--- src/rtl/mem_stage.sv ---
// -----------------------------------------------------------------------------
// mem_stage
//   EX/MEM pipeline register and data-memory access unit, directly downstream
//   of exu. Captures the EX result/store data, runs the load/store bus
//   handshake, extracts and extends load data, and produces both the EX/MEM
//   forwarding view and a registered MEM/WB bundle. While an access is
//   outstanding the upstream pipeline is frozen via mem_stall.
//
// Build option:
//   MEM_MISALIGN_TRAP_EN  when defined, misaligned H/W accesses raise
//                         mem_misalign, skip the bus and suppress the rd
//                         write; when undefined, low address bits are ignored
//                         for lane selection and mem_misalign is tied 0.
//
// Parameters:
//   TIMEOUT_CYCLES  bus cycles without gnt/rvalid before abort (1..255)
//
// Ports:
//   clk, rst                  clock, asynchronous active-high reset
//   exe_valid/result/...      instruction presented by EX
//   mem_stall                 freeze PC, IF/ID, ID/EX, EX inputs
//   mem_rd_idx/en/data        EX/MEM view for forwarding
//   dmem_*                    data bus (req/gnt, rvalid/rdata)
//   mem_bus_err               one-cycle pulse on access timeout
//   mem_misalign              misaligned access flag (trap build only)
//   wb_valid/rd_idx/en/data   MEM/WB register
//   dbg_state                 access FSM state (0 IDLE,1 REQ,2 WAIT,3 DONE)
//
// Bus handshake: dmem_req is a valid signal and dmem_gnt its ready; a
// request transfers in the cycle both are high, and addr/we/be/wdata are
// held unchanged from the first request cycle until that cycle. Load data
// transfers in the cycle dmem_rvalid is high, and is only accepted while
// waiting for it (rvalid is not back-pressured).
// -----------------------------------------------------------------------------
module mem_stage #(
    parameter int unsigned TIMEOUT_CYCLES = 255
) (
    input  logic        clk,
    input  logic        rst,
    input  logic        exe_valid,
    input  logic [31:0] exe_result,
    input  logic [31:0] op_rs2,
    input  logic [4:0]  exe_rd_idx,
    input  logic        exe_rd_en,
    input  logic        exe_load,
    input  logic        exe_store,
    input  logic [2:0]  exe_funct3,
    output logic        mem_stall,
    output logic [4:0]  mem_rd_idx,
    output logic        mem_rd_en,
    output logic [31:0] mem_rd_data,
    output logic        dmem_req,
    output logic        dmem_we,
    output logic [31:0] dmem_addr,
    output logic [3:0]  dmem_be,
    output logic [31:0] dmem_wdata,
    input  logic        dmem_gnt,
    input  logic        dmem_rvalid,
    input  logic [31:0] dmem_rdata,
    output logic        mem_bus_err,
    output logic        mem_misalign,
    output logic        wb_valid,
    output logic [4:0]  wb_rd_idx,
    output logic        wb_rd_en,
    output logic [31:0] wb_rd_data,
    output logic [1:0]  dbg_state
);

    typedef enum logic [1:0] {
        S_IDLE = 2'd0,
        S_REQ  = 2'd1,
        S_WAIT = 2'd2,
        S_DONE = 2'd3
    } state_t;

    localparam logic [7:0] TO_LAST = 8'(TIMEOUT_CYCLES - 1);

    state_t      state;
    state_t      state_next;

    // EX/MEM register
    logic        ex_valid;
    logic [31:0] ex_result;
    logic [31:0] ex_rs2;
    logic [4:0]  ex_rd_idx;
    logic        ex_rd_en;
    logic        ex_load;
    logic        ex_store;
    logic [2:0]  ex_funct3;

    logic [7:0]  tmo_cnt;
    logic [31:0] ld_data;
    logic        bus_err_q;

    logic        misalign;
    logic        mem_op;
    logic        req_phase;
    logic        timeout_hit;
    logic        ld_capture;
    logic        cnt_clear;
    logic        is_word;
    logic        is_half;
    logic        is_unsigned;
    logic [1:0]  a_lo;
    logic [7:0]  ld_byte;
    logic [15:0] ld_half;
    logic [31:0] ld_ext;
    logic [3:0]  lane_be;
    logic [31:0] lane_wdata;

    assign a_lo        = ex_result[1:0];
    assign is_word     = ex_funct3[1];
    assign is_half     = ~ex_funct3[1] & ex_funct3[0];
    assign is_unsigned = ex_funct3[2];

`ifdef MEM_MISALIGN_TRAP_EN
    assign misalign = ex_valid & (ex_load | ex_store) &
                      ((is_half & a_lo[0]) | (is_word & (a_lo != 2'b00)));
`else
    assign misalign = 1'b0;
`endif

    // A trapped misaligned access is treated as a non-memory op: no bus
    // traffic and no stall.
    assign mem_op    = ex_valid & (ex_load | ex_store) & ~misalign;
    assign mem_stall = mem_op & (state != S_DONE);

    // ------------------------------------------------------------------
    // EX/MEM register: advances whenever the access unit is not stalling.
    // A bubble clears every field so downstream outputs read as zero.
    // ------------------------------------------------------------------
    always_ff @(posedge clk or posedge rst) begin
        if (rst) begin
            ex_valid  <= 1'b0;
            ex_result <= '0;
            ex_rs2    <= '0;
            ex_rd_idx <= '0;
            ex_rd_en  <= 1'b0;
            ex_load   <= 1'b0;
            ex_store  <= 1'b0;
            ex_funct3 <= '0;
        end else if (!mem_stall) begin
            if (exe_valid) begin
                ex_valid  <= 1'b1;
                ex_result <= exe_result;
                ex_rs2    <= op_rs2;
                ex_rd_idx <= exe_rd_idx;
                ex_rd_en  <= exe_rd_en;
                ex_load   <= exe_load;
                ex_store  <= exe_store;
                ex_funct3 <= exe_funct3;
            end else begin
                ex_valid  <= 1'b0;
                ex_result <= '0;
                ex_rs2    <= '0;
                ex_rd_idx <= '0;
                ex_rd_en  <= 1'b0;
                ex_load   <= 1'b0;
                ex_store  <= 1'b0;
                ex_funct3 <= '0;
            end
        end
    end

    // ------------------------------------------------------------------
    // Access FSM. The request is raised combinationally from IDLE in the
    // first cycle the instruction sits in EX/MEM, so a grant in that same
    // cycle costs no extra stall; REQ covers the following wait-for-grant
    // cycles.
    // ------------------------------------------------------------------
    always_ff @(posedge clk or posedge rst) begin
        if (rst) begin
            state <= S_IDLE;
        end else begin
            state <= state_next;
        end
    end

    always_comb begin
        state_next  = state;
        req_phase   = 1'b0;
        timeout_hit = 1'b0;
        ld_capture  = 1'b0;
        cnt_clear   = 1'b0;
        case (state)
            S_IDLE, S_REQ: begin
                if (mem_op) begin
                    req_phase = 1'b1;
                    if (dmem_gnt) begin
                        cnt_clear  = 1'b1;
                        state_next = ex_store ? S_DONE : S_WAIT;
                    end else if (tmo_cnt == TO_LAST) begin
                        timeout_hit = 1'b1;
                        state_next  = S_DONE;
                    end else begin
                        state_next = S_REQ;
                    end
                end else begin
                    cnt_clear  = 1'b1;
                    state_next = S_IDLE;
                end
            end
            S_WAIT: begin
                if (dmem_rvalid) begin
                    ld_capture = 1'b1;
                    cnt_clear  = 1'b1;
                    state_next = S_DONE;
                end else if (tmo_cnt == TO_LAST) begin
                    timeout_hit = 1'b1;
                    state_next  = S_DONE;
                end
            end
            S_DONE: begin
                // DONE never stalls, so the pipe always advances out of it.
                cnt_clear  = 1'b1;
                state_next = S_IDLE;
            end
            default: begin
                state_next = S_IDLE;
            end
        endcase
    end

    // Counts bus cycles without progress; a grant restarts the budget for
    // the data phase.
    always_ff @(posedge clk or posedge rst) begin
        if (rst) begin
            tmo_cnt <= '0;
        end else if (cnt_clear || timeout_hit) begin
            tmo_cnt <= '0;
        end else if (req_phase || (state == S_WAIT)) begin
            tmo_cnt <= tmo_cnt + 8'd1;
        end
    end

    // ------------------------------------------------------------------
    // Load extraction: lane chosen by the low address bits, then sign- or
    // zero-extended according to funct3[2].
    // ------------------------------------------------------------------
    always_comb begin
        ld_byte = dmem_rdata[7:0];
        case (a_lo)
            2'd0: ld_byte = dmem_rdata[7:0];
            2'd1: ld_byte = dmem_rdata[15:8];
            2'd2: ld_byte = dmem_rdata[23:16];
            default: ld_byte = dmem_rdata[31:24];
        endcase
        ld_half = a_lo[1] ? dmem_rdata[31:16] : dmem_rdata[15:0];
        if (is_word) begin
            ld_ext = dmem_rdata;
        end else if (is_half) begin
            ld_ext = {{16{~is_unsigned & ld_half[15]}}, ld_half};
        end else begin
            ld_ext = {{24{~is_unsigned & ld_byte[7]}}, ld_byte};
        end
    end

    always_ff @(posedge clk or posedge rst) begin
        if (rst) begin
            ld_data   <= '0;
            bus_err_q <= 1'b0;
        end else begin
            bus_err_q <= timeout_hit;
            if (ld_capture) begin
                ld_data <= ld_ext;
            end else if (timeout_hit) begin
                ld_data <= '0;
            end
        end
    end

    // ------------------------------------------------------------------
    // Store lanes. Halfwords use only a[1]; a[0] is either trapped or
    // deliberately ignored.
    // ------------------------------------------------------------------
    always_comb begin
        if (is_word) begin
            lane_be    = 4'b1111;
            lane_wdata = ex_rs2;
        end else if (is_half) begin
            lane_be    = a_lo[1] ? 4'b1100 : 4'b0011;
            lane_wdata = {2{ex_rs2[15:0]}};
        end else begin
            lane_be    = 4'b0001 << a_lo;
            lane_wdata = {4{ex_rs2[7:0]}};
        end
    end

    assign dmem_req   = req_phase;
    assign dmem_we    = req_phase & ex_store;
    assign dmem_addr  = req_phase ? {ex_result[31:2], 2'b00} : 32'h0;
    assign dmem_be    = req_phase ? lane_be : 4'b0000;
    assign dmem_wdata = (req_phase & ex_store) ? lane_wdata : 32'h0;

    // ------------------------------------------------------------------
    // EX/MEM forwarding view
    // ------------------------------------------------------------------
    assign mem_rd_idx   = ex_rd_idx;
    assign mem_rd_en    = ex_valid & ex_rd_en & ~mem_stall & ~misalign;
    assign mem_rd_data  = (ex_load && (state == S_DONE)) ? ld_data : ex_result;
    assign mem_bus_err  = bus_err_q;
    assign mem_misalign = misalign;
    assign dbg_state    = state;

    // ------------------------------------------------------------------
    // MEM/WB register: a stalled cycle or an EX/MEM bubble writes a bubble.
    // ------------------------------------------------------------------
    always_ff @(posedge clk or posedge rst) begin
        if (rst) begin
            wb_valid   <= 1'b0;
            wb_rd_idx  <= '0;
            wb_rd_en   <= 1'b0;
            wb_rd_data <= '0;
        end else if (!mem_stall && ex_valid) begin
            wb_valid   <= 1'b1;
            wb_rd_idx  <= ex_rd_idx;
            wb_rd_en   <= mem_rd_en;
            wb_rd_data <= mem_rd_data;
        end else begin
            wb_valid   <= 1'b0;
            wb_rd_idx  <= '0;
            wb_rd_en   <= 1'b0;
            wb_rd_data <= '0;
        end
    end

endmodule

--- config.mk ---
export PLATFORM = sky130hd
export DESIGN_NAME = mem_stage
export DESIGN_NICKNAME = d
export VERILOG_FILES = /design/src/rtl/mem_stage.sv
export SDC_FILE = /design/constraint.sdc
export NUM_CORES = 1
export LEC_CHECK = 0
export BUFFER_PORTS_ARGS = -buffer_cell sky130_fd_sc_hd__buf_2
export CAP_MARGIN = 20
export CELL_PAD_IN_SITES_DETAIL_PLACEMENT = 1
export CELL_PAD_IN_SITES_GLOBAL_PLACEMENT = 1
export CORE_UTILIZATION = 37
export DETAILED_ROUTE_END_ITERATION = 12
export PLACE_DENSITY = 0.89
export SLEW_MARGIN = 15
export SYNTH_ARGS = -nofsm -noshare
export SYNTH_HDL_FRONTEND = slang
export SYNTH_SLANG_ARGS = --single-unit
--- constraint.sdc ---
create_clock -name clk -period 5.64 [get_ports clk]
set_input_delay 0.564 -clock clk [delete_from_list [all_inputs] [get_ports clk]]
set_output_delay 0.564 -clock clk [all_outputs]
set_load 0.01 [all_outputs]
# Word level (Yosys, flattened, before mapping)
# Cells that the tools add are included.
totals:
  in_bits: 112
  out_inout_bits: 152
  elab_cells: 96
  register_bits: 158
classes:
  shift: 1
  n_eq_ne: 8
  mux: 48
  addsub: 1
  reduce_logical: 10
  bitwise: 12
op_table:
  columns: ["op", "count"]
  rows:
  - ["$mux W32", 12]
  - ["$pmux W8 S3", 1]
  - ["$mux W1", 17]
  - ["$mux W16", 1]
  - ["$mux W4", 4]
  - ["$mux W8", 2]
  - ["$mux W2", 5]
  - ["$mux W5", 2]
  - ["$add A8 B1 Y8 const B", 1]
  - ["$and A1 B1 Y1", 8]
  - ["$eq A8 B8 Y1 const B", 1]
  - ["$eq A2 B2 Y1 const B", 3]
  - ["$pmux W2 S3", 1]
  - ["$eq A2 B1 Y1 const B", 2]
  - ["$logic_not A2 Y1", 2]
  - ["$reduce_bool A2 Y1", 2]
  - ["$shl A1 B2 Y4 const A", 1]
  - ["$mux W3", 1]
  - ["$ne A3 B3 Y1 const B", 1]
  - ["$not A1 Y1", 3]
  - ["$pmux W1 S3", 1]
  - ["$logic_and A1 B1 Y1", 2]
  - ["$logic_or A1 B1 Y1", 2]
  - ["$ne A2 B2 Y1 const B", 1]
  - ["4 further kinds", 4]

# Depth between registers and ports, before layout
# Gate-level depths: netlist of run 1.
logic_depth:
  depth_word: 7
  mapped_depth: 8
  depth_no_buf: 6

# Worst setup path before layout of run 1
# No wires, ideal clock.
synth_path:
  path_kind: "flip-flop to output port"
  startpoint: "register state[1], in the netlist dbg_state[1]"
  endpoint: "output port dmem_wdata[14]"
  stages_incl_launch_ff: 6
  path_slack_ps: 3604
  required_time_ps: 5076
  path_buffers: 2
  t_arrival_ps: 1472
  cell_sequence: "dfrtp_1 -> buf_2 -> nor2_1 -> nand2_1 -> clkbuf_1 -> a21oi_1"
synth_via:
  elab_chain_cells: 5
  word_cells_on_any_way: 6
  cone_classes: "eq/ne: 1; mux: 2; bitwise: 1; reduce/logical: 2"
synth_lines:
  columns: ["element", "line", "text"]
  rows:
  - ["start: declaration", "78", "state_t state;"]
  - ["start signal: assignment", "175", "state <= state_next;"]
  - ["$eq A2 B1 Y1 / $logic_not A2 Y1 (equally long branches)", "185", "case (state)"]
  - ["$reduce_or A2 Y1 (*)", "185", null]
  - ["$mux W1 (*)", "185", null]
  - ["$and A1 B1 Y1 (*)", "293", "assign dmem_wdata = (req_phase & ex_store) ? lane_wdata : 32'h0;"]
  - ["$mux W32 (*)", "293", null]
  - ["end: declaration", "56", "output logic [31:0] dmem_wdata,"]
# Mark *: on every way between the ends. The rest lies on a longest branch, timed or not.

# Worst setup path after layout of run 1
layout_path:
  startpoint: "register ex_store"
  endpoint: "output port dmem_wdata[12]"
layout_via:
  elab_chain_cells: 6
layout_lines:
  columns: ["element", "line", "text"]
  rows:
  - ["start: declaration", "88", "logic ex_store;"]
  - ["start signal: assignment", "150", "ex_store <= exe_store;"]
  - ["$or A1 B1 Y1", "125", "assign mem_op = ex_valid & (ex_load | ex_store) & ~misalign;"]
  - ["$and A1 B1 Y1", "125", null]
  - ["$mux W1", "187", "if (mem_op) begin"]
  - ["$mux W1", "185", null]
  - ["$and A1 B1 Y1 (*)", "293", null]
  - ["$mux W32 (*)", "293", null]
# Marked as above.

==> key figures, run 1 <==
Outcome
  • Status: completed

Route
  • Detail Route Antenna Nets: 0
  • Via/cell ratio: 5.400
  • DRC Markers: 0
  • Final WL: 27690 µm
  • Mean routed wirelength per cell: 20.08 µm
  • Detailed Route Iter0 Violations: 344
  • Via count: 7446
  • 1st-pass router iterations: 5

Critical path
  • CP delay by family, top: simple AND/OR/NAND/NOR gates
  • Worst-path cell with the longest stage delay: nand2_1
  • Req. time, crit path: 5.08 ns
  • Setup crit end: dmem_wdata[12]
  • Buf+Inv Stages, Crit Path: 1
  • CP Launch Type: flip-flop
  • Cells along the critical path: o21ai_2, nor2_4, nand2_1, a21oi_1, buf_2
  • Levels on crit path: 5
  • R2R Path Start: ex_store$_DFFE_PP0N_
  • Critical R2R Capture: dbg_state[0]$_DFFE_PP0P_
  • Worst-path fanout max: 44
  • Cell depth of the worst flop-to-flop path: 4
  • Worst setup path class: reg -> out
  • Critical path launch point: ex_store$_DFFE_PP0N_
  • Nature of the critical path endpoint: output port
  • Arrival time of the worst setup path: 3.25 ns
  • Crit path largest cell delay: 0.78 ns
  • R2r setup slk: 3.02 ns

Clock tree
  • CTS H-tree depth: 4
  • Clock Tree Buf Depth: 2
  • CTS Buf Count: 17
  • CTS resizes: 0
  • CTS tree: yes
  • Clock Sinks: 158
  • Setup bufs post-CTS: 0
  • Clock Pin Slew Worst Setup and Hold Paths: 0.07 ns
  • Skew-Pair Late Insertion Delay: 0.43 ns
  • # hold bufs at CTS: 0
  • Clk root buf: clkbuf_16

STA
  • Worst-Margin Slew: 1.001 ns
  • Worst hold slack: 0.3488 ns
  • Slew margin rel.: 33.29%
  • Setup violations, final: 0
  • RSZ-0062 raised after global routing: false
  • Clock skew: 0.01724 ns
  • Final Critical Period: 3.816 ns
  • Final Hold Fails: 0
  • Setup TNS: 0 ns
  • Period utilization: 67.66%
  • Final worst setup slack: 1.824 ns
  • Final Max Tran Viols: 0
  • Fmax: 262.0 MHz

Synth
  • Seq/Total Area, Yosys: 50.50%
  • Distinct cells, synth: 47
  • Cell taking the most area after synthesis: dfrtp_1
  • Flops & latches, synth: 158
  • Largest cells by area after synthesis: dfrtp_1, nand2_1, nand3_1
  • Yosys top cell area share: 50.50%
  • Synth Area in Adders: 0.3196%
  • Yosys warns: 0
  • Largest family of logic cells by synthesized area: simple AND/OR/NAND/NOR gates
  • Post-Syn Area: 7830 µm²
  • Synth Area in Simple Gates: 25.44%
  • Mux cell area share after synthesis: 6.600%
  • Xor/xnor share of the synthesized area: 0.1119%
  • Syn Area/Cell: 8.928 µm²
  • Syn Inst Count: 877
  • Compound-Gate Fraction of Synth Area: 11.46%

Floorplanning
  • I/O Pins: 264
  • Row Count: 52
  • Die area: 21750 µm²
  • Core box area: 20490 µm²
  • DIE WIDTH: 147.5 µm
  • Die height: 147.5 µm
  • Initial Util: 38.21%

Power and ir drop
  • Maximum vdd drop: 229.4 µV
  • Total power: 4.140 mW
  • P_leak: 5.230 nW
  • Power density cells: 420.4 nW/µm²

Global route
  • Initial antenna violation count: 3
  • Tot GR Track Use: 25.84%
  • Largest net degree at the start of global routing: 102
  • GR Overflow Total: 0
  • Vias in the first global route: 7663
  • First-pass GRT wire length: 43280 µm

Finish
  • Share of cells above drive strength 1: 30.29%
  • Area growth syn-to-layout: 25.79%
  • Commonest non-fill, non-tap cell in the layout: buf_2
  • Fill count: 2483
  • Post-Layout Inst Area: 9849 µm²
  • Most frequent cells in the layout: buf_2, nand2_1, dfrtp_1
  • Net count, final: 1207

Placed design
  • RePlAce Congestion: 0.8369
  • DP Worst Slack: 2.271 ns
  • Placed Area: 9249 µm²
  • Post-DP HPWL: 19550 µm
  • Port bufs: 260

Flow run
  • Maximum capacitance violations: 0

Min path
  • HP Class: in -> async
[synthesized netlist by cell type, drive strengths merged]
library cell  count
ha                2
and3             32
a21oi            27
nand3b            1
nand2           203
o31ai             2
nand3            81
buf              32
a32oi             3
nand2b            4
or4               2
mux2i            19
o211ai            1
nand4             1
a221o             3
clkbuf           42
o2bb2ai           8
or2               4
nor3b             6
inv              29
o22ai            22
nor2             39
or3               6
o21a              2
a21o              2
xnor2             1
and2b             1
o32ai             4
a21boi            1
mux4              6
o21ai            52
o311ai           15
dfrtp           158
a211oi            1
nor2b            15
conb              1
mux2             17
and2             32
[through the flow]
| stage | util, % | cells |
|---|---|---|
| 2_1_floorplan | - | 879 |
| 3_3_place_gp | 45.13 | 1344 |
| 3_5_place_dp | 45.13 | 1344 |
| 4_1_cts | 48.02 | 1376 |
| 5_1_grt | 48.05 | 1378 |
| 6_report | 48.06 | 1379 |
[where the power goes]
group / internal [mW] / switching (mW) / total, mW
combinational: 0.493 / 0.877 / 1.37
sequential: 1.41 / 0.206 / 1.62
clock: 0.596 / 0.554 / 1.15
total: 2.50 / 1.64 / 4.14
[metal layers]
| layer | track usage [%] | share of wire (%) |
|---|---|---|
| met2 | 43.33 | 50 |
| met1 | 32.82 | 41 |
| met3 | 5.648 | 6.4 |
| met4 | 9.175 | 2.3 |
| met5 | 0 | 0.061 |
[worst min-delay path by stage]
stage                           startpoint                   endpoint
finish                                 rst    ld_data[14]$_DFFE_PP0P_
global route                exe_result[15]  ex_result[15]$_DFFE_PP0N_
CTS                          exe_rd_idx[1]  mem_rd_idx[1]$_DFFE_PP0N_
detailed placement  ex_rs2[26]$_DFFE_PP0N_     ex_rs2[26]$_DFFE_PP0N_
global placement    ex_rs2[20]$_DFFE_PP0N_     ex_rs2[20]$_DFFE_PP0N_
floorplan           ex_rs2[16]$_DFFE_PP0N_     ex_rs2[16]$_DFFE_PP0N_
[state kept, by name, summed over array words and instances (netlist names)]
name         count
dbg_state        2
mem_bus_err      1
ex_result       32
ld_data         32
ex_rd_en         1
ex_store         1
mem_rd_idx       5
ex_load          1
wb_rd_data      32
ex_valid         1
wb_valid         1
wb_rd_idx        5
wb_rd_en         1
tmo_cnt          8
ex_funct3        3
ex_rs2          32
[cell type report]
cell class / instances / area, µm² / area share [%]
flip-flops and latches: 158 / 3954 / 40.14
repair buffers: 269 / 1369 / 13.90
diodes: 3 / 7.507 / 0.07622
clock buffers: 17 / 425.4 / 4.319
inverters: 29 / 113.9 / 1.156
well taps: 270 / 337.8 / 3.430
multi-input cells: 618 / 3475 / 35.28
clock inverters: 15 / 167.7 / 1.702
[logic make-up after synthesis]
| kind of cell | count (synthesis) |
|---|---|
| and+or+nand+nor | 427 |
| xor gates and xnor gates | 1 |
| AOI/OAI and AO/OA | 143 |
| muxes | 42 |
| buffers and inverters | 103 |
| DFF | 158 |
| other | 1 |
| adders and majority gates | 2 |
[worst reg2reg max path, delay by kind of cell, from the launching register on]
family / cells / cell delay (ns)
and+or+nand+nor: 3 / 1.82
DFF: 1 / 0.54
AOI/OAI and AO/OA: 1 / 0.18
No activity file was read; power rests on OpenSTA's default activity.
==> run 2: changes to the inputs <==
==> constraint.sdc (replaced) <==
create_clock -name clk -period 3.68 [get_ports clk]
set_input_delay 0.368 -clock clk [delete_from_list [all_inputs] [get_ports clk]]
set_output_delay 0.368 -clock clk [all_outputs]
set_load 0.01 [all_outputs]
==> key figures, run 2 (synthesis results as in run 1) <==
Critical path
  • R2r setup slk: 1.07 ns (was 3.02 ns)
  • Worst setup path class: reg -> out (unchanged)
  • Worst-path fanout max: 26 (was 44)
  • CP Launch Type: flip-flop (unchanged)
  • Req. time, crit path: 3.31 ns (was 5.08 ns)
  • Cell depth of the worst flop-to-flop path: 4 (unchanged)
  • Nature of the critical path endpoint: output port (unchanged)
  • Arrival time of the worst setup path: 2.58 ns (was 3.25 ns)
  • Critical R2R Capture: wb_rd_data[27]$_DFF_PP0_ (was dbg_state[0]$_DFFE_PP0P_)
  • R2R Path Start: ex_store$_DFFE_PP0N_ (unchanged)

Floorplanning
  • Initial Util: 38.21% (unchanged)
  • I/O Pins: 264 (unchanged)
  • DIE WIDTH: 147.5 µm (unchanged)
  • Die area: 21750 µm² (unchanged)
  • Die height: 147.5 µm (unchanged)
  • Core box area: 20490 µm² (unchanged)
  • Row Count: 52 (unchanged)

Power and ir drop
  • Power density cells: 640.7 nW/µm² (was 420.4 nW/µm²)
  • Total power: 6.334 mW (was 4.140 mW)
  • Maximum vdd drop: 615.4 µV (was 229.4 µV)
  • P_leak: 5.240 nW (was 5.230 nW)

Clock tree
  • Clock Pin Slew Worst Setup and Hold Paths: 0.06 ns (was 0.07 ns)
  • # hold bufs at CTS: 0 (unchanged)
  • CTS resizes: 0 (unchanged)
  • Setup bufs post-CTS: 0 (unchanged)
  • Clock Tree Buf Depth: 2 (unchanged)
  • Clock Sinks: 158 (unchanged)
  • Clk root buf: clkbuf_16 (unchanged)
  • CTS tree: yes (unchanged)
  • CTS H-tree depth: 4 (unchanged)
  • Skew-Pair Late Insertion Delay: 0.43 ns (about the same)
  • CTS Buf Count: 17 (unchanged)

STA
  • Final Max Tran Viols: 0 (unchanged)
  • RSZ-0062 raised after global routing: false (unchanged)
  • Worst-Margin Slew: 0.9354 ns (was 1.001 ns)
  • Setup TNS: 0 ns (unchanged)
  • Period utilization: 80.17%
  • Final Hold Fails: 0 (unchanged)
  • Setup violations, final: 0 (unchanged)
  • Fmax: 338.9 MHz
  • Final Critical Period: 2.950 ns
  • Final worst setup slack: 0.7296 ns (was 1.824 ns)
  • Clock skew: 0.01082 ns (was 0.01724 ns)
  • Slew margin rel.: 37.49% (was 33.29%)

Global route
  • Initial antenna violation count: 5 (was 3)
  • Tot GR Track Use: 26.25% (was 25.84%)
  • GR Overflow Total: 0 (unchanged)
  • Largest net degree at the start of global routing: 94 (was 102)
  • Vias in the first global route: 7609 (was 7663)
  • First-pass GRT wire length: 43770 µm (was 43280 µm)

Route
  • Detailed Route Iter0 Violations: 467 (was 344)
  • Detail Route Antenna Nets: 0 (unchanged)
  • Via count: 7430 (was 7446)
  • 1st-pass router iterations: 5 (unchanged)
  • DRC Markers: 0 (unchanged)
  • Final WL: 27900 µm (was 27690 µm)
  • Via/cell ratio: 5.368 (was 5.400)
  • Mean routed wirelength per cell: 20.16 µm (was 20.08 µm)

Finish
  • Area growth syn-to-layout: 26.27% (was 25.79%)
  • Share of cells above drive strength 1: 30.54% (was 30.29%)
  • Commonest non-fill, non-tap cell in the layout: buf_2 (unchanged)
  • Net count, final: 1211 (was 1207)
  • Most frequent cells in the layout: buf_2, nand2_1, dfrtp_1 (unchanged)

Placed design
  • DP Worst Slack: 0.9789 ns (was 2.271 ns)
  • Port bufs: 260 (unchanged)
  • RePlAce Congestion: 0.8263 (was 0.8369)
  • Post-DP HPWL: 19710 µm (was 19550 µm)

Flow run
  • Maximum capacitance violations: 0 (unchanged)

Min path
  • HP Class: in -> async (unchanged)

Outcome
  • Status: completed (unchanged)
-- run 2: layout make-up --
cell class / count / area, µm²
fill: 2493 / 10610
clock inverter: 15 / 148.9
antenna: 4 / 10.01
tap: 270 / 337.8
timing repair buffer: 273 / 1424
clock buffer: 17 / 425.4
inverter: 29 / 112.6
multi-input combinational: 618 / 3475
sequential: 158 / 3954
-- run 2: through the flow --
stage | util, % | hold slack (ns) | instances | instance area (µm²)
floorplan | - | 0.4385 | 879 | 7841
global placement | 45.29 | 0.4497 | 1347 | 9283
detailed placement | 45.29 | 0.4569 | 1347 | 9283
CTS | 48.10 | 0.01555 | 1379 | 9857
global route | 48.21 | 0.05171 | 1381 | 9879
finish | 48.24 | 0.01809 | 1384 | 9887
-- run 2: worst max-delay path, cell delays in order, from the launching register on --
cell,delay [ns]
dfrtp_1,0.63
o21ai_2,0.19
nor2_4,0.13
nand2_1,0.55
a21oi_1,0.44
buf_2,0.20
-- run 2: power by group --
group          leakage, nW  internal, mW  switching (mW)
Clock                0.271         0.951           0.797
Sequential            2.06          2.17           0.341
Combinational         2.91         0.764            1.31
-- run 2: how the worst max path moves through the flow --
stage                                     endpoint                     start  slack, ns  depth (start not counted)
after floorplan           dbg_state[0]$_DFFE_PP0P_                       rst       1.31                          1
after global placement    wb_rd_data[18]$_DFF_PP0_      ex_store$_DFFE_PP0N_       1.08                          4
after detailed placement           mem_rd_data[19]  dbg_state[1]$_DFFE_PP0P_       0.98                          3
after CTS                          mem_rd_data[19]  dbg_state[1]$_DFFE_PP0P_       0.51                          3
after global routing                dmem_wdata[12]      ex_store$_DFFE_PP0N_       0.58                          5
final                               dmem_wdata[12]      ex_store$_DFFE_PP0N_       0.73                          5
-- run 2: per-layer routing --
layer,vias to the layer above,share of wire [%],routed length [µm],track usage [%]
met5,-,0.14,39,0
li1,3425,-,-,-
met3,49,6.0,1675,5.926
met4,6,2.5,700,9.072
met2,283,49,13720,44.43
met1,3667,42,11770,32.97
==> run 3: changes to the inputs <==
==> constraint.sdc (replaced) <==
create_clock -name clk -period 3.04 [get_ports clk]
set_input_delay 0.304 -clock clk [delete_from_list [all_inputs] [get_ports clk]]
set_output_delay 0.304 -clock clk [all_outputs]
set_load 0.01 [all_outputs]
==> key figures, run 3 (synthesis results as in run 1) <==
Outcome
  • Status: completed (unchanged)

Global route
  • Largest net degree at the start of global routing: 74 (was 94)
  • Initial antenna violation count: 4 (was 5)
  • GR Overflow Total: 0 (unchanged)
  • First-pass GRT wire length: 43860 µm (was 43770 µm)
  • Vias in the first global route: 7816 (was 7609)
  • Tot GR Track Use: 26.25% (about the same)

Clock tree
  • Skew-Pair Late Insertion Delay: 0.44 ns (was 0.43 ns)
  • Clock Tree Buf Depth: 2 (unchanged)
  • CTS H-tree depth: 4 (unchanged)
  • Clock Sinks: 158 (unchanged)
  • Clock Pin Slew Worst Setup and Hold Paths: 0.08 ns (was 0.06 ns)
  • Setup bufs post-CTS: 0 (unchanged)
  • Clk root buf: clkbuf_16 (unchanged)
  • CTS tree: yes (unchanged)
  • CTS Buf Count: 17 (unchanged)

Power and ir drop
  • P_leak: 5.297 nW (was 5.240 nW)
  • Maximum vdd drop: 426.1 µV (was 615.4 µV)
  • Power density cells: 773.3 nW/µm² (was 640.7 nW/µm²)
  • Total power: 7.723 mW (was 6.334 mW)

STA
  • Final Critical Period: 2.667 ns
  • Final worst setup slack: 0.3727 ns (was 0.7296 ns)
  • Slew margin rel.: 44.85% (was 37.49%)
  • Setup TNS: 0 ns (unchanged)
  • Worst-Margin Slew: 0.8273 ns (was 0.9354 ns)
  • Fmax: 374.9 MHz
  • RSZ-0062 raised after global routing: false (unchanged)
  • Clock skew: 0.01506 ns (was 0.01082 ns)
  • Final Max Tran Viols: 0 (unchanged)
  • Final Hold Fails: 0 (unchanged)
  • Setup violations, final: 0 (unchanged)
  • Period utilization: 87.74%

Critical path
  • Crit path largest cell delay: 0.58 ns (was 0.63 ns)
  • Worst setup path class: reg -> out (unchanged)
  • Buf+Inv Stages, Crit Path: 2 (was 1)
  • Req. time, crit path: 2.74 ns (was 3.31 ns)
  • Levels on crit path: 6 (was 5)
  • Cell depth of the worst flop-to-flop path: 4 (unchanged)
  • Nature of the critical path endpoint: output port (unchanged)
  • CP delay by family, top: simple AND/OR/NAND/NOR gates (unchanged)
  • Cells along the critical path: o21ai_2, nor2_4, nand2_1, buf_4, nor2_1, buf_2 (was o21ai_2, nor2_4, nand2_1, a21oi_1, buf_2)
  • CP Launch Type: flip-flop (unchanged)
  • Worst-path cell with the longest stage delay: nand2_1 (was dfrtp_1)
  • Arrival time of the worst setup path: 2.36 ns (was 2.58 ns)
  • Worst-path fanout max: 19 (was 26)

Placed design
  • DP Worst Slack: 0.7785 ns (was 0.9789 ns)
  • Port bufs: 260 (unchanged)
  • RePlAce Congestion: 0.8629 (was 0.8263)
  • Placed insts: 1354 (was 1347)
  • Post-DP HPWL: 20170 µm (was 19710 µm)

Finish
  • Area growth syn-to-layout: 27.55% (was 26.27%)
  • Commonest non-fill, non-tap cell in the layout: buf_2 (unchanged)
  • Finished Layout Cells: 1392 (was 1384)
  • Share of cells above drive strength 1: 30.89% (was 30.54%)
  • Most frequent cells in the layout: buf_2, nand2_1, dfrtp_1 (unchanged)
  • Net count, final: 1218 (was 1211)

Route
  • Mean routed wirelength per cell: 20.10 µm (was 20.16 µm)
  • Final WL: 27980 µm (was 27900 µm)
  • Detail Route Antenna Nets: 0 (unchanged)
  • Via/cell ratio: 5.434 (was 5.368)
  • Detailed Route Iter0 Violations: 398 (was 467)
  • 1st-pass router iterations: 5 (unchanged)
  • DRC Markers: 0 (unchanged)
  • Via count: 7564 (was 7430)

Floorplanning
  • Row Count: 52 (unchanged)
  • DIE WIDTH: 147.5 µm (unchanged)
  • Die area: 21750 µm² (unchanged)
  • Die height: 147.5 µm (unchanged)
  • Initial Util: 38.21% (unchanged)
  • I/O Pins: 264 (unchanged)
  • Core box area: 20490 µm² (unchanged)

Flow run
  • Maximum capacitance violations: 0 (unchanged)

Min path
  • WHS Path Cells: 3
  • HP Class: in -> reg (was in -> async)
==> run 3: power by group <==
| group | switching, mW | leakage [nW] | internal [mW] | total [mW] |
|---|---|---|---|---|
| logic | 1.60 | 2.94 | 0.953 | 2.55 |
| registers | 0.403 | 2.06 | 2.62 | 3.03 |
| clock network | 1.04 | 0.291 | 1.11 | 2.14 |
| total | 3.04 | 5.30 | 4.69 | 7.72 |
==> run 3: layout make-up <==
type                       count  area (µm²)
fill                        2489       10510
timing repair buffer         280        1504
clock buffer                  17       425.4
sequential                   158        3954
inverter                      29       112.6
antenna                        5       12.51
clock inverter                15       166.4
multi-input combinational    618        3475
tap                          270       337.8
==> run 3: metrics by stage <==
stage / util, % / area (µm²) / hold WS [ns]
3_5_place_dp: 45.73 / 9373 / 0.2925
2_1_floorplan: - / 7841 / 0.4269
5_1_grt: 48.71 / 9982 / 0.09403
3_3_place_gp: 45.73 / 9373 / 0.2893
4_1_cts: 48.67 / 9975 / 0.07977
6_report: 48.73 / 9987 / 0.09017
==> run 3: tightest hold or removal path, cell delays in order <==
cell	delay (ns)
buf_2	0.07
nand3_1	0.06
nand2_1	0.06
==> run 3: metal layers <==
metal	part of all wire, %	GRT usage (%)	vias up	wire length (µm)
met3	6.2	5.000	39	1734
met5	0	0	-	0
met4	2.6	10.52	0	715
li1	-	-	3444	-
met2	50	45.05	319	13950
met1	41	32.49	3762	11590
==> run 3: final timing paths <==
| path | slack (ns) | to | startpoint |
|---|---|---|---|
| setup reg to reg | 0.77 | ld_data[12]$_DFFE_PP0P_ | ex_result[0]$_DFFE_PP0N_ |
| setup / recovery | 0.37 | dmem_wdata[30] | ex_store$_DFFE_PP0N_ |
| min in group asynchronous | 0.38 | wb_rd_data[9]$_DFF_PP0_ | rst |
| max in group asynchronous | 2.01 | wb_rd_en$_DFF_PP0_ | rst |
| hold reg to reg | 0.47 | ex_rs2[21]$_DFFE_PP0N_ | ex_rs2[21]$_DFFE_PP0N_ |
| hold / removal | 0.09 | ex_result[20]$_DFFE_PP0N_ | exe_result[20] |
==> run 3: timing repair <==
action / 4_1_cts / 5_1_grt
hold endpoints to repair: 8 / 0
resized for setup: 0 / 0
hold buffers: 1 / 0
